## src/rtl/nand_target_responder_if.sv

```systemverilog
// Device-side NAND target bus: the controller drives the strobes and IO_IN (master),
// the emulated flash target returns IO_OUT/IO_OE/RB (slave).
interface nand_target_responder_if;
    logic       nCE;
    logic       CLE;
    logic       ALE;
    logic       nWE;
    logic       nRE;
    logic       nWP;
    logic [7:0] IO_IN;
    logic [7:0] IO_OUT;
    logic       IO_OE;
    logic       RB;

    modport master (
        output nCE, CLE, ALE, nWE, nRE, nWP, IO_IN,
        input  IO_OUT, IO_OE, RB
    );

    modport slave (
        input  nCE, CLE, ALE, nWE, nRE, nWP, IO_IN,
        output IO_OUT, IO_OE, RB
    );
endinterface

```

## src/rtl/nand_target_responder.sv

```systemverilog
// In-fabric NAND flash target: decodes command/address/data cycles on nWE, serves page,
// ID and status bytes on nRE, and holds RB low for programmable busy times.
module nand_target_responder #(
    parameter int unsigned PAGE_BYTES = 16,
    parameter int unsigned PAGES      = 4,
    parameter int unsigned T_R        = 20,
    parameter int unsigned T_PROG     = 40,
    parameter int unsigned T_RST      = 8,
    parameter logic [39:0] ID_BYTES   = 40'h2C_38_00_26_85
) (
    input  logic                   SYSCLK,
    input  logic                   SYSRESET,
    nand_target_responder_if.slave bus
);
    localparam int unsigned CW = $clog2(PAGE_BYTES);
    localparam int unsigned RW = $clog2(PAGES);

    typedef logic [CW-1:0] col_t;
    typedef logic [RW-1:0] row_t;
    typedef logic [7:0] page_t [PAGE_BYTES];

    typedef enum logic [2:0] {
        StIdle, StAddr, StWaitConf, StBusy, StDout, StDin, StIdOut, StStOut
    } state_e;

    typedef enum logic [1:0] {OpRead, OpProg, OpRst} op_e;

    state_e      state_q, state_d, prev_q, prev_d, done_state, cur_state;
    op_e         op_q, op_d;
    logic        busy_q, busy_d, fail_q, fail_d, prog_ok_q, prog_ok_d;
    logic        nwe_q, nwe_d, nre_q, nre_d;
    logic [15:0] cnt_q, cnt_d;
    logic [7:0]  cmd_q, cmd_d;
    logic [2:0]  addr_cnt_q, addr_cnt_d, id_idx_q, id_idx_d;
    logic [31:0] addr_q, addr_d;
    col_t        col_q, col_d;
    row_t        row_q, row_d;
    page_t       page_q, page_d;
    page_t       mem_q [PAGES];

    logic        we_rise, re_rise, is_cmd, is_addr, is_data, mem_we;
    logic        out_state;
    logic [7:0]  io_out;

    assign we_rise = bus.nWE & ~nwe_q & ~bus.nCE;
    assign re_rise = bus.nRE & ~nre_q & ~bus.nCE;
    assign is_cmd  = we_rise & bus.CLE & ~bus.ALE;
    assign is_addr = we_rise & bus.ALE & ~bus.CLE;
    assign is_data = we_rise & ~bus.CLE & ~bus.ALE;

    always_comb begin
        state_d    = state_q;
        prev_d     = prev_q;
        op_d       = op_q;
        busy_d     = busy_q;
        cnt_d      = cnt_q;
        fail_d     = fail_q;
        prog_ok_d  = prog_ok_q;
        cmd_d      = cmd_q;
        addr_cnt_d = addr_cnt_q;
        id_idx_d   = id_idx_q;
        addr_d     = addr_q;
        col_d      = col_q;
        row_d      = row_q;
        page_d     = page_q;
        mem_we     = 1'b0;
        nwe_d      = bus.nWE;
        nre_d      = bus.nRE;
        done_state = (op_q == OpRead) ? StDout : StIdle;
        cur_state  = (state_q == StStOut) ? prev_q : state_q;

        if (re_rise) begin
            if (state_q == StDout) begin
                col_d = col_q + 1'b1;
            end else if (state_q == StIdOut) begin
                id_idx_d = (id_idx_q == 3'd4) ? 3'd0 : id_idx_q + 3'd1;
            end
        end

        // The countdown keeps running while status is being read out.
        if (busy_q) begin
            if (cnt_q == '0) begin
                busy_d = 1'b0;
                if (op_q == OpRead) page_d = mem_q[row_q];
                mem_we = (op_q == OpProg) && prog_ok_q;
                if (state_q == StBusy) state_d = done_state;
                else                   prev_d  = done_state;
            end else begin
                cnt_d = cnt_q - 16'd1;
            end
        end

        if (is_cmd) begin
            if (bus.IO_IN == 8'hFF) begin
                state_d = StBusy;
                busy_d  = 1'b1;
                cnt_d   = 16'(T_RST - 1);
                op_d    = OpRst;
                fail_d  = 1'b0;
                mem_we  = 1'b0;
            end else if (bus.IO_IN == 8'h70) begin
                if (state_q != StStOut) prev_d = state_d;
                state_d = StStOut;
            end else if (!busy_q) begin
                state_d = StIdle;
                case (bus.IO_IN)
                    8'h00, 8'h80, 8'h90: begin
                        state_d    = StAddr;
                        cmd_d      = bus.IO_IN;
                        addr_cnt_d = '0;
                        if (bus.IO_IN == 8'h80) page_d = '{default: 8'hFF};
                    end
                    8'h30: begin
                        if (cur_state == StWaitConf) begin
                            state_d = StBusy;
                            busy_d  = 1'b1;
                            cnt_d   = 16'(T_R - 1);
                            op_d    = OpRead;
                        end
                    end
                    8'h10: begin
                        if (cur_state == StDin) begin
                            state_d   = StBusy;
                            busy_d    = 1'b1;
                            cnt_d     = 16'(T_PROG - 1);
                            op_d      = OpProg;
                            prog_ok_d = bus.nWP;
                            fail_d    = ~bus.nWP;
                        end
                    end
                    default: ;
                endcase
            end
        end else if (is_addr && state_q == StAddr) begin
            if (cmd_q == 8'h90) begin
                state_d  = StIdOut;
                id_idx_d = '0;
            end else if (addr_cnt_q < 3'd4) begin
                addr_d[{addr_cnt_q[1:0], 3'b000} +: 8] = bus.IO_IN;
                addr_cnt_d = addr_cnt_q + 3'd1;
            end else begin
                // Truncation implements the modulo for power-of-two geometry.
                col_d      = col_t'(addr_q[15:0]);
                row_d      = row_t'({bus.IO_IN, addr_q[31:16]});
                addr_cnt_d = addr_cnt_q + 3'd1;
                state_d    = (cmd_q == 8'h80) ? StDin : StWaitConf;
            end
        end else if (is_data && state_q == StDin) begin
            page_d[col_q] = bus.IO_IN;
            col_d         = col_q + 1'b1;
        end
    end

    always_ff @(posedge SYSCLK) begin
        if (SYSRESET) begin
            state_q    <= StIdle;
            prev_q     <= StIdle;
            op_q       <= OpRst;
            busy_q     <= 1'b0;
            cnt_q      <= '0;
            fail_q     <= 1'b0;
            prog_ok_q  <= 1'b0;
            nwe_q      <= 1'b1;
            nre_q      <= 1'b1;
            cmd_q      <= '0;
            addr_cnt_q <= '0;
            id_idx_q   <= '0;
            addr_q     <= '0;
            col_q      <= '0;
            row_q      <= '0;
            page_q     <= '{default: 8'hFF};
        end else begin
            state_q    <= state_d;
            prev_q     <= prev_d;
            op_q       <= op_d;
            busy_q     <= busy_d;
            cnt_q      <= cnt_d;
            fail_q     <= fail_d;
            prog_ok_q  <= prog_ok_d;
            nwe_q      <= nwe_d;
            nre_q      <= nre_d;
            cmd_q      <= cmd_d;
            addr_cnt_q <= addr_cnt_d;
            id_idx_q   <= id_idx_d;
            addr_q     <= addr_d;
            col_q      <= col_d;
            row_q      <= row_d;
            page_q     <= page_d;
        end
    end

    // Array survives reset; only a completed, unprotected program writes it.
    always_ff @(posedge SYSCLK) begin
        if (mem_we && !SYSRESET) mem_q[row_q] <= page_q;
    end

    always_comb begin
        io_out = 8'h00;
        case (state_q)
            StDout:  io_out = page_q[col_q];
            StIdOut: begin
                case (id_idx_q)
                    3'd0:    io_out = ID_BYTES[39:32];
                    3'd1:    io_out = ID_BYTES[31:24];
                    3'd2:    io_out = ID_BYTES[23:16];
                    3'd3:    io_out = ID_BYTES[15:8];
                    default: io_out = ID_BYTES[7:0];
                endcase
            end
            StStOut: io_out = {bus.nWP, ~busy_q, ~busy_q, 4'b0000, fail_q};
            default: ;
        endcase
    end

    assign out_state  = state_q inside {StDout, StIdOut, StStOut};
    assign bus.IO_OE  = ~bus.nCE & ~bus.nRE & out_state;
    assign bus.IO_OUT = io_out;
    assign bus.RB     = ~busy_q;
endmodule

```

## src/flat_wrapper.sv

```systemverilog
// flat-port wrapper written by rule: the top's interface ports become plain ports
module nand_target_responder_flat 
#(
    parameter int unsigned PAGE_BYTES = 16,
    parameter int unsigned PAGES      = 4,
    parameter int unsigned T_R        = 20,
    parameter int unsigned T_PROG     = 40,
    parameter int unsigned T_RST      = 8,
    parameter logic [39:0] ID_BYTES   = 40'h2C_38_00_26_85
)
  (SYSCLK, SYSRESET, bus_nCE, bus_CLE, bus_ALE, bus_nWE, bus_nRE, bus_nWP, bus_IO_IN, bus_IO_OUT, bus_IO_OE, bus_RB);
  nand_target_responder_if bus_i ();
  input  logic SYSCLK;
  input  logic SYSRESET;
  input wire logic [$bits(bus_i.nCE)-1:0] bus_nCE;
  input wire logic [$bits(bus_i.CLE)-1:0] bus_CLE;
  input wire logic [$bits(bus_i.ALE)-1:0] bus_ALE;
  input wire logic [$bits(bus_i.nWE)-1:0] bus_nWE;
  input wire logic [$bits(bus_i.nRE)-1:0] bus_nRE;
  input wire logic [$bits(bus_i.nWP)-1:0] bus_nWP;
  input wire logic [$bits(bus_i.IO_IN)-1:0] bus_IO_IN;
  output wire logic [$bits(bus_i.IO_OUT)-1:0] bus_IO_OUT;
  output wire logic [$bits(bus_i.IO_OE)-1:0] bus_IO_OE;
  output wire logic [$bits(bus_i.RB)-1:0] bus_RB;
  assign bus_i.nCE = bus_nCE;
  assign bus_i.CLE = bus_CLE;
  assign bus_i.ALE = bus_ALE;
  assign bus_i.nWE = bus_nWE;
  assign bus_i.nRE = bus_nRE;
  assign bus_i.nWP = bus_nWP;
  assign bus_i.IO_IN = bus_IO_IN;
  assign bus_IO_OUT = bus_i.IO_OUT;
  assign bus_IO_OE = bus_i.IO_OE;
  assign bus_RB = bus_i.RB;
  nand_target_responder #(.PAGE_BYTES(PAGE_BYTES), .PAGES(PAGES), .T_R(T_R), .T_PROG(T_PROG), .T_RST(T_RST), .ID_BYTES(ID_BYTES)) u_core (.SYSCLK(SYSCLK), .SYSRESET(SYSRESET), .bus(bus_i));
endmodule
```

## config.mk

```make
export PLATFORM = sky130hd
export DESIGN_NAME = nand_target_responder_flat
export DESIGN_NICKNAME = d
export VERILOG_FILES = /design/src/rtl/nand_target_responder_if.sv /design/src/rtl/nand_target_responder.sv /design/src/flat_wrapper.sv
export SDC_FILE = /design/constraint.sdc
export NUM_CORES = 1
export LEC_CHECK = 0
export ABC_AREA = 0
export BUFFER_PORTS_ARGS = -buffer_cell sky130_fd_sc_hd__clkbuf_2
export CORE_AREA = 2 2 284 343
export CTS_BUF_LIST = sky130_fd_sc_hd__clkbuf_16
export DETAILED_ROUTE_END_ITERATION = 8
export DIE_AREA = 0 0 286 345
export PLACE_DENSITY = 0.41
export SLEW_MARGIN = 20
export SYNTH_ARGS = -nofsm -noshare
export SYNTH_HDL_FRONTEND = slang
export SYNTH_SLANG_ARGS = --single-unit
```

## constraint.sdc

```tcl
create_clock -name SYSCLK -period 16.6 [get_ports SYSCLK]
set_clock_uncertainty 0.15 [all_clocks]
set_input_delay 0.83 -clock SYSCLK [delete_from_list [all_inputs] [get_ports SYSCLK]]
set_output_delay 0.83 -clock SYSCLK [all_outputs]
set_load 0.02 [all_outputs]
```

---- After elaboration in Yosys (flattened, before gate mapping) ----
Memories as Yosys holds them, arrays and structs flattened. A register that Yosys moved wholly into a read port is not among the register bits.
Index checks and enable logic that the tools add are counted.
storage, ports and cells
  memory bits (writable) .................. 512
  memories kept ........................... 1
  input port bits ......................... 16
  output and inout port bits .............. 10
  word-level logic and storage cells ...... 223
  register bits after elaboration ......... 209
cells by class
  $add $sub $neg .......................... 5
  shift-type cells ........................ 2
  bitwise gates (word level) .............. 26
  reduce and logical (&&, ||, !) cells .... 23
  $lt $le $gt $ge ......................... 3
  muxes and demuxes ....................... 101
  eq/ne operators ......................... 31
memories
  memory        depth  width  rd ports  clocked after Yosys merged registers in  wr ports  line                         source
  u_core.mem_q  4      128    1         1                                        1         nand_target_responder.sv:39  page_t mem_q [PAGES];
operators with widths
  operator                                                                 count
  128-bit 2-to-1 mux                                                       11
  128-bit bitwise mux                                                      1
  16-bit 2-to-1 mux                                                        8
  3-bit 2-to-1 mux                                                         34
  8-bit == test (second input constant)                                    5
  8-bit binary-select mux with 4-bit select                                1
  32-bit bitwise mux                                                       1
  8-bit demux with 4-bit select                                            1
  16-bit one-hot mux with 2 select lines                                   1
  8-bit one-hot mux with 4 select lines                                    1
  8-bit by 7-bit variable shift with 32-bit output (first input constant)  1
  8-bit by 7-bit variable part select with 32-bit output                   1
  4-bit 2-to-1 mux                                                         7
  8-bit 2-to-1 mux                                                         3
  8-bit one-hot mux with 3 select lines                                    1
  1-bit 2-to-1 mux                                                         19
  3-bit == test (second input constant)                                    6
  2-bit 2-to-1 mux                                                         9
  6-bit AND reduction                                                      3
  16-bit logical NOT                                                       1
  16-bit by 1-bit subtractor with 16-bit output (second input constant)    1
  1-bit inverter                                                           13
  1-bit AND                                                                12
  3-bit by 2-bit == test with 1-bit output (second input constant)         4
  other kinds (29)                                                         46

---- Depth between registers and ports, before layout ----
Gate-level depths: netlist (run 1).
  depth in word-level cells ............... 10
  depth in mapped cells ................... 10
  depth with buffers taken out ............ 8

---- Worst setup path after synthesis (run 1) ----
Ideal clock, no wire load.
  path type ............................... input -> register
  start point ............................. in bus_IO_IN[3]
  end point ............................... mem u_core.mem_q[1][0] (netlist name), enable pin
  library setup time ...................... 798 ps
  slack ................................... 4850 ps
  arrival time ............................ 10801 ps
  stages .................................. 6
  cell sequence ........................... clkbuf_1 -> nand4_1 -> nor3_1 -> a21oi_1 -> and3_1 -> nor3b_1
on the way
  longest elaborated chain between the ends .. 6
RTL lines
  element                                 line                          source
  start, declared                         flat_wrapper.sv:21            input wire logic [$bits(bus_i.IO_IN)-1:0] bus_IO_IN;
  8-bit == test                           nand_target_responder.sv:94   if (bus.IO_IN == 8'hFF) begin
  1-bit 2-to-1 mux                        nand_target_responder.sv:94
  1-bit 2-to-1 mux                        nand_target_responder.sv:93   if (is_cmd) begin
  1-bit logical AND                       nand_target_responder.sv:194  if (mem_we && !SYSRESET) mem_q[row_q] <= page_q;
  1-bit 2-to-1 mux                        nand_target_responder.sv:194
  1-bit 2-to-1 mux (implied by the code)  nand_target_responder.sv:194
  end, declared                           nand_target_responder.sv:39
No other way between the ends.

---- Final worst setup path (run 1) ----
  start point ............................. reg u_core.cnt_q[11]
  end point ............................... mem u_core.mem_q[2][57] (netlist name), enable pin
on the way
  longest elaborated chain between the ends .. 8
RTL lines
  element                                   line                          source
  start, declared                           nand_target_responder.sv:32   logic [15:0] cnt_q, cnt_d;
  start signal, assigned                    nand_target_responder.sv:177  cnt_q <= cnt_d;
  16-bit logical NOT *                      nand_target_responder.sv:82   if (cnt_q == '0) begin
  1-bit 2-to-1 mux *                        nand_target_responder.sv:82
  1-bit 2-to-1 mux *                        nand_target_responder.sv:81   if (busy_q) begin
  1-bit 2-to-1 mux                          nand_target_responder.sv:94
  1-bit 2-to-1 mux *                        nand_target_responder.sv:93
  1-bit logical AND *                       nand_target_responder.sv:194
  1-bit 2-to-1 mux *                        nand_target_responder.sv:194
  1-bit 2-to-1 mux (implied by the code) *  nand_target_responder.sv:194
Mark *: on every way between the ends. The rest lies on a longest branch, timed or not.

==> results of run 1 <==
==> sequential cells by signal, summed over array words and instances, names as in the netlist, 4 cells and up, named ones only <==
signal,cells
u_core.cnt_q,16
u_core.col_q,4
u_core.cmd_q,8
u_core.page_q,128
u_core.mem_q,512
u_core.addr_q,6
==> metrics by stage <==
stage	setup WS (ns)	power, mW	util [%]
after floorplan	4.85	1.89	-
after global placement	11.26	1.91	31.3
after detailed placement	11.22	1.91	31.3
after CTS	11.35	3.58	33.8
after global routing	11.15	3.64	33.9
final	11.64	3.53	33.9
==> metal layers <==
layer  GRT usage (%)  vias to the layer above  share of wire (%)
met3            2.15                      107                3.7
li1                -                     7520                  -
met4            4.28                        0                1.9
met2            26.7                      294                 50
met5               0                        -                  0
met1            20.6                     8776                 44
==> worst paths after layout <==
check	end	startpoint	depth (start not counted)	slack, ns
worst max-delay path	u_core.mem_q[2][57]$_DFFE_PP_	u_core.cnt_q[11]$_SDFF_PP0_	9	11.64
worst min register to register	u_core.addr_q[17]$_SDFFE_PP0P_	u_core.addr_q[17]$_SDFFE_PP0P_	2	0.30
worst min-delay path	u_core.nre_q$_SDFF_PP1_	bus_nRE	2	0.28
worst max register to register	u_core.mem_q[2][57]$_DFFE_PP_	u_core.cnt_q[11]$_SDFF_PP0_	9	11.64
==> cells by family after synthesis <==
logic type | after synthesis | synth area share (%)
multiplexers | 176 | 13.6
flip-flops | 697 | 67.1
XOR/XNOR | 14 | 0.432
buffers and inverters | 147 | 2.09
adder cells (fa/ha/maj) | 13 | 0.572
AO/OA/AOI/OAI | 211 | 4.24
AND/OR/NAND/NOR | 732 | 11.9
==> synth_stat cells, drive strengths merged (4+ instances only) <==
master and instances:
a211o 5, nor3b 4, nor3 19, xnor2 7, ha 13, nor2 175, inv 16, a21oi 30
clkbuf 91, a22o 5, nor4b 4, nor4 7, mux4 168, buf 40, edfxtp 512, a221oi 4
nand4 11, xor2 7, and3 123, nand2 300, a31oi 20, o21ai 127, dfxtp 185, or3 5
and2 10, nor2b 7, nand3 33, mux2i 7, a211oi 4, nand2b 20
==> worst max-delay path, delay by kind of cell, from the launching register on <==
family,cells,cell delay (ns)
buffers and inverters,3,1.67
flip-flops,1,0.33
AND/OR/NAND/NOR,6,2.37
==> power by group <==
group	leakage [nW]	internal (mW)	switching [mW]
logic	3.51	0.00388	0.0203
clock network	1.24	0.958	0.701
registers	4.34	1.84	0.000397
==> cell type report <==
cell class | instances | share of cell area [%]
timing repair buffer | 56 | 1.29
tap | 1270 | 4.90
inverter | 16 | 0.185
sequential | 697 | 58.9
clock buffer | 79 | 6.10
multi-input combinational | 1146 | 27.2
clock inverter | 65 | 1.46
==> metrics.md, run 1 <==
| Metric | Value |
|---|---|
| Fin cells | `3329` |
| Post-synth top area share | `54.1%` |
| CP endpoint kind | `register` |
| Startpoint Class | `register` |
| RSZ-0062 raised after global routing | `false` |
| Pin count of the biggest net entering global routing | `129` |
| Layout cell share with drive strength beyond 1 | `17.0%` |
| Worst skew pair latency | `0.62 ns` |
| Total CTS buffers | `78` |
| Max frequency | `0.201 GHz` |
| Max VDD drop | `0.0620 mV` |
| Initial DRC count | `1160` |
| Syn avg cell area | `14.3 um2` |
| Die ar. | `98700 um2` |
| IO Pins | `26` |
| Core area | `95700 um2` |
| CTS H-tree depth | `3` |
| Library cells used by synthesis | `58` |
| FP Rows | `125` |
| CP cell instances | `nor4_1 -> nand2_1 -> nor2_1 -> and3_1 -> nand2_1 -> nor2_4 -> buf_4 -> buf_4 -> buf_16` |
| Area contributors post-synth | `edfxtp_1, mux4_2, dfxtp_1, nand2_1, and3_1` |
| Register bit count reported by yosys | `697` |
| Fin. max-slew vios | `0` |
| First-pass GRT wire length | `116000 um` |
| Routed len/inst | `23.1 um` |
| Crit Path Class | `register to register` |
| Reg clk slew, reported paths | `0.06 ns` |
| Hold-fix buffers, CTS | `0` |
| Initial DRT Pass Iterations | `5` |
| Power per cell area | `109 nW/um2` |
| Post-synth EDFFs | `512` |
| Most common cell after layout, fill and taps aside | `edfxtp_1` |
| Gr usage total | `15.6%` |
| Fillers | `9362` |
| N_diodes | `0` |
| IO buf count | `25` |
| Synth warn | `0` |
| Tcrit/Tclk final | `29.9%` |
| Slew margin rel. | `24.8%` |
| Tmin final | `4.96 ns` |
| Post-synthesis net count | `2019` |
| CP peak stage delay | `0.82 ns` |
| Slowest-stage cell, CP | `buf_4` |
| Leak | `9.10 nW` |
| Initial core utilization | `29.7%` |
| Final setup vio count | `0` |
| Async set-reset flop share out of synthesis | `0%` |
| Via count | `16.7k` |
| Die Ht | `345 um` |
| Run status | `completed` |
| Root buf cell | `clkbuf_16` |
| Bufs on Longest Clock Path | `3` |
| Placer Congestion | `0.793` |
| CTS sink cnt | `697` |
| Yosys top cell by area | `edfxtp_1` |
| Detail Placement HPWL | `40800 um` |
| TNS Setup | `0 ns` |
| Via/cell ratio | `5.02` |
| Die Wd | `286 um` |
| Crit-path max FO | `53` |
| Detailed-route wire length | `76800 um` |
| Number of global-route vias before repair | `17.1k` |
| Final hold vios | `0` |
| Post-Syn Area | `28400 um2` |
| Final hold slack | `0.284 ns` |
| Post-route DRC violation count | `0` |
| Final instance area | `32400 um2` |
| Commonest cells after routing, fill and taps aside | `edfxtp_1, nand2_1, dfxtp_1, nor2_1, mux4_2` |
| WP data arrival | `5.11 ns` |
| Synth Flop Type | `edfxtp_1` |
| Syn-to-layout area delta | `14.1%` |
| Max_cap viols | `0` |
| Post_cts resized | `0` |
| Register Area | `19100 um2` |
| DP Cell Count | `3184` |
| CTS tree | `built` |
| Worst-Margin Slew | `1.12 ns` |
| Hold Crit Class | `input pin to register` |
| Seq/Total Area, Yosys | `67.1%` |
| Post-CTS Setup Repair Bufs | `0` |
| NumNets Final | `2024` |
| Initial antenna violation count | `0` |
| Dpl cell area | `29900 um2` |
| Grt ovf | `0` |
| Mapped Cells | `1990` |
| Area of the multi-input gates | `8800 um2` |
| Critical path required time | `16.74 ns` |
| Number of nets still failing antenna checks after routing | `0` |
No activity file was read; power rests on OpenSTA's default activity.
==> run 2, diff against run 1 <==
--- a/config.mk
+++ b/config.mk
@@ -11,7 +11,7 @@
 export CTS_BUF_LIST = sky130_fd_sc_hd__clkbuf_16
 export DETAILED_ROUTE_END_ITERATION = 8
 export DIE_AREA = 0 0 286 345
-export PLACE_DENSITY = 0.41
+export PLACE_DENSITY = 0.42
 export SLEW_MARGIN = 20
 export SYNTH_ARGS = -nofsm -noshare
 export SYNTH_HDL_FRONTEND = slang
==> constraint.sdc (replaced) <==
create_clock -name SYSCLK -period 4.5 [get_ports SYSCLK]
set_clock_uncertainty 0.15 [all_clocks]
set_input_delay 0.225 -clock SYSCLK [delete_from_list [all_inputs] [get_ports SYSCLK]]
set_output_delay 0.225 -clock SYSCLK [all_outputs]
set_load 0.02 [all_outputs]
==> metrics.md, run 2 (synthesis gave the netlist of run 1 again) <==
| Metric | Value |
|---|---|
| CP cell instances | `buf_4 -> mux4_2 -> mux4_2 -> nor2_1 -> a211oi_1 -> clkbuf_2` |
| Slowest-stage cell, CP | `dfxtp_2` |
| Via count | `16.7k` |
| Critical R2R Launch | `u_core.state_q[0]$_SDFF_PP0_` |
| Final hold slack | `0.0204 ns` |
| Initial DRC count | `1241` |
| Slew margin rel. | `27.8%` |
| CTS sink cnt | `697` |
| Core area | `95700 um2` |
| Layout cell share with drive strength beyond 1 | `17.8%` |
| Die ar. | `98700 um2` |
| NumNets Final | `2048` |
| Run status | `completed` |
| Total CTS buffers | `75` |
| Bufs on Longest Clock Path | `3` |
| Final hold vios | `0` |
| Max_cap viols | `0` |
| Detailed-route wire length | `76100 um` |
| Post-route DRC violation count | `0` |
| Routed len/inst | `22.7 um` |
| Crit Path Class | `register to output port` |
| Critical path required time | `4.12 ns` |
| Tcrit/Tclk final | `84.0%` |
| IO buf count | `25` |
| CTS tree | `built` |
| Root buf cell | `clkbuf_16` |
| Gr usage total | `15.5%` |
| Commonest cells after routing, fill and taps aside | `edfxtp_1, nand2_1, dfxtp_1, nor2_1, mux4_2` |
| TNS Setup | `0 ns` |
| Number of nets still failing antenna checks after routing | `0` |
| Most common cell after layout, fill and taps aside | `edfxtp_1` |
| WP data arrival | `3.41 ns` |
| Grt ovf | `0` |
| Initial core utilization | `29.7%` |
| Min-delay src | `bus_IO_IN[7]` |
| CP peak stage delay | `0.90 ns` |
| CTS H-tree depth | `3` |
| Most frequent CP cell | `mux4_2` |
| N_diodes | `0` |
| RSZ-0062 raised after global routing | `false` |
| First-pass GRT wire length | `116000 um` |
| Pin count of the biggest net entering global routing | `129` |
| Reg clk slew, reported paths | `0.07 ns` |
| Met2 usage | `26.8%` |
| FP Rows | `125` |
| Number of global-route vias before repair | `17.6k` |
| Final Util | `34.2%` |
| CP endpoint kind | `output port` |
| Tmin final | `3.78 ns` |
| Fin. max-slew vios | `0` |
| Final setup vio count | `0` |
| Crit-path max FO | `24` |
| Most used routing layer | `met2` |
| Syn-to-layout area delta | `15.0%` |
| Worst-Margin Slew | `1.07 ns` |
| Die Ht | `345 um` |
| Die Wd | `286 um` |
| Max frequency | `0.264 GHz` |
| Startpoint Class | `register` |
| Largest registers | `u_core.mem_q (512), u_core.page_q (128), u_core.cnt_q (16)` |
| Power per cell area | `386 nW/um2` |
| M1 GR Usage | `20.2%` |
| Worst skew pair latency | `0.63 ns` |
| Max VDD drop | `0.275 mV` |
| Via/cell ratio | `5.00` |
| Leak | `9.23 nW` |
| Detail Placement HPWL | `42500 um` |
| Met3 usage | `2.27%` |
| Hold Crit Class | `input pin to register` |
| Initial antenna violation count | `1` |
| Most flops, register | `u_core.mem_q` |
| Initial DRT Pass Iterations | `5` |
| Placer Congestion | `0.758` |
| Critical Path Start | `u_core.col_q[1]$_SDFF_PP0_` |
| IO Pins | `26` |
| Largest register FFs | `512` |
-- run 2: stage by stage --
| stage | setup slack, ns | std cells | instance area (um2) | power (mW) |
|---|---|---|---|---|
| after floorplan | -0.863 | 1990 | 28500 | 6.99 |
| final | 0.719 | 3348 | 32700 | 12.6 |
| after global routing | 0.663 | 3348 | 32700 | 13.1 |
| after global placement | 1.15 | 3205 | 30400 | 7.04 |
| after CTS | 0.678 | 3348 | 32700 | 12.8 |
| after detailed placement | 1.14 | 3205 | 30400 | 7.05 |
-- run 2: cell type report --
cell class	count	area, um2
Timing Repair Buffer	83	841
Inverter	16	60.1
Clock inverter	58	308
Fill cell	9296	63000
Tap cell	1270	1590
Sequential cell	697	19100
Multi-Input combinational cell	1146	8850
Clock buffer	78	1950
-- run 2: power by group --
| group | switching, mW | internal (mW) | total, mW |
|---|---|---|---|
| Combinational | 0.0856 | 0.0214 | 0.107 |
| Sequential | 0.00152 | 6.80 | 6.80 |
| Clock | 2.53 | 3.19 | 5.72 |
| Total | 2.62 | 10.0 | 12.6 |
-- run 2: critical path: cells and delay by family, from the launching register on --
kind | cells | cell delay [ns]
buffers and inverters | 2 | 0.58
flip-flops | 1 | 0.90
AND/OR/NAND/NOR | 1 | 0.14
multiplexers | 2 | 1.03
AO/OA/AOI/OAI | 1 | 0.08
-- run 2: path summary, 6_finish.rpt --
| check | cells past startpoint | end | slack [ns] |
|---|---|---|---|
| setup / recovery | 6 | bus_IO_OUT[2] | 0.72 |
| setup reg to reg | 7 | u_core.page_q[38]$_SDFF_PP1_ | 1.16 |
| hold reg to reg | 2 | u_core.addr_q[3]$_SDFFE_PP0P_ | 0.30 |
| hold / removal | 4 | u_core.cmd_q[7]$_SDFFE_PP0P_ | 0.02 |
-- run 2: repair_timing --
action                                 CTS  global route
hold buffers                             7             0
setup buffers                            0             0
endpoints found under the hold margin   14             0
gates resized for setup                  0             0
-- run 2: routing by layer --
layer	vias up	part of all wire, %
met2	281	50
met4	0	2.2
met1	8818	44
met3	70	3.3
li1	7558	-
met5	-	0
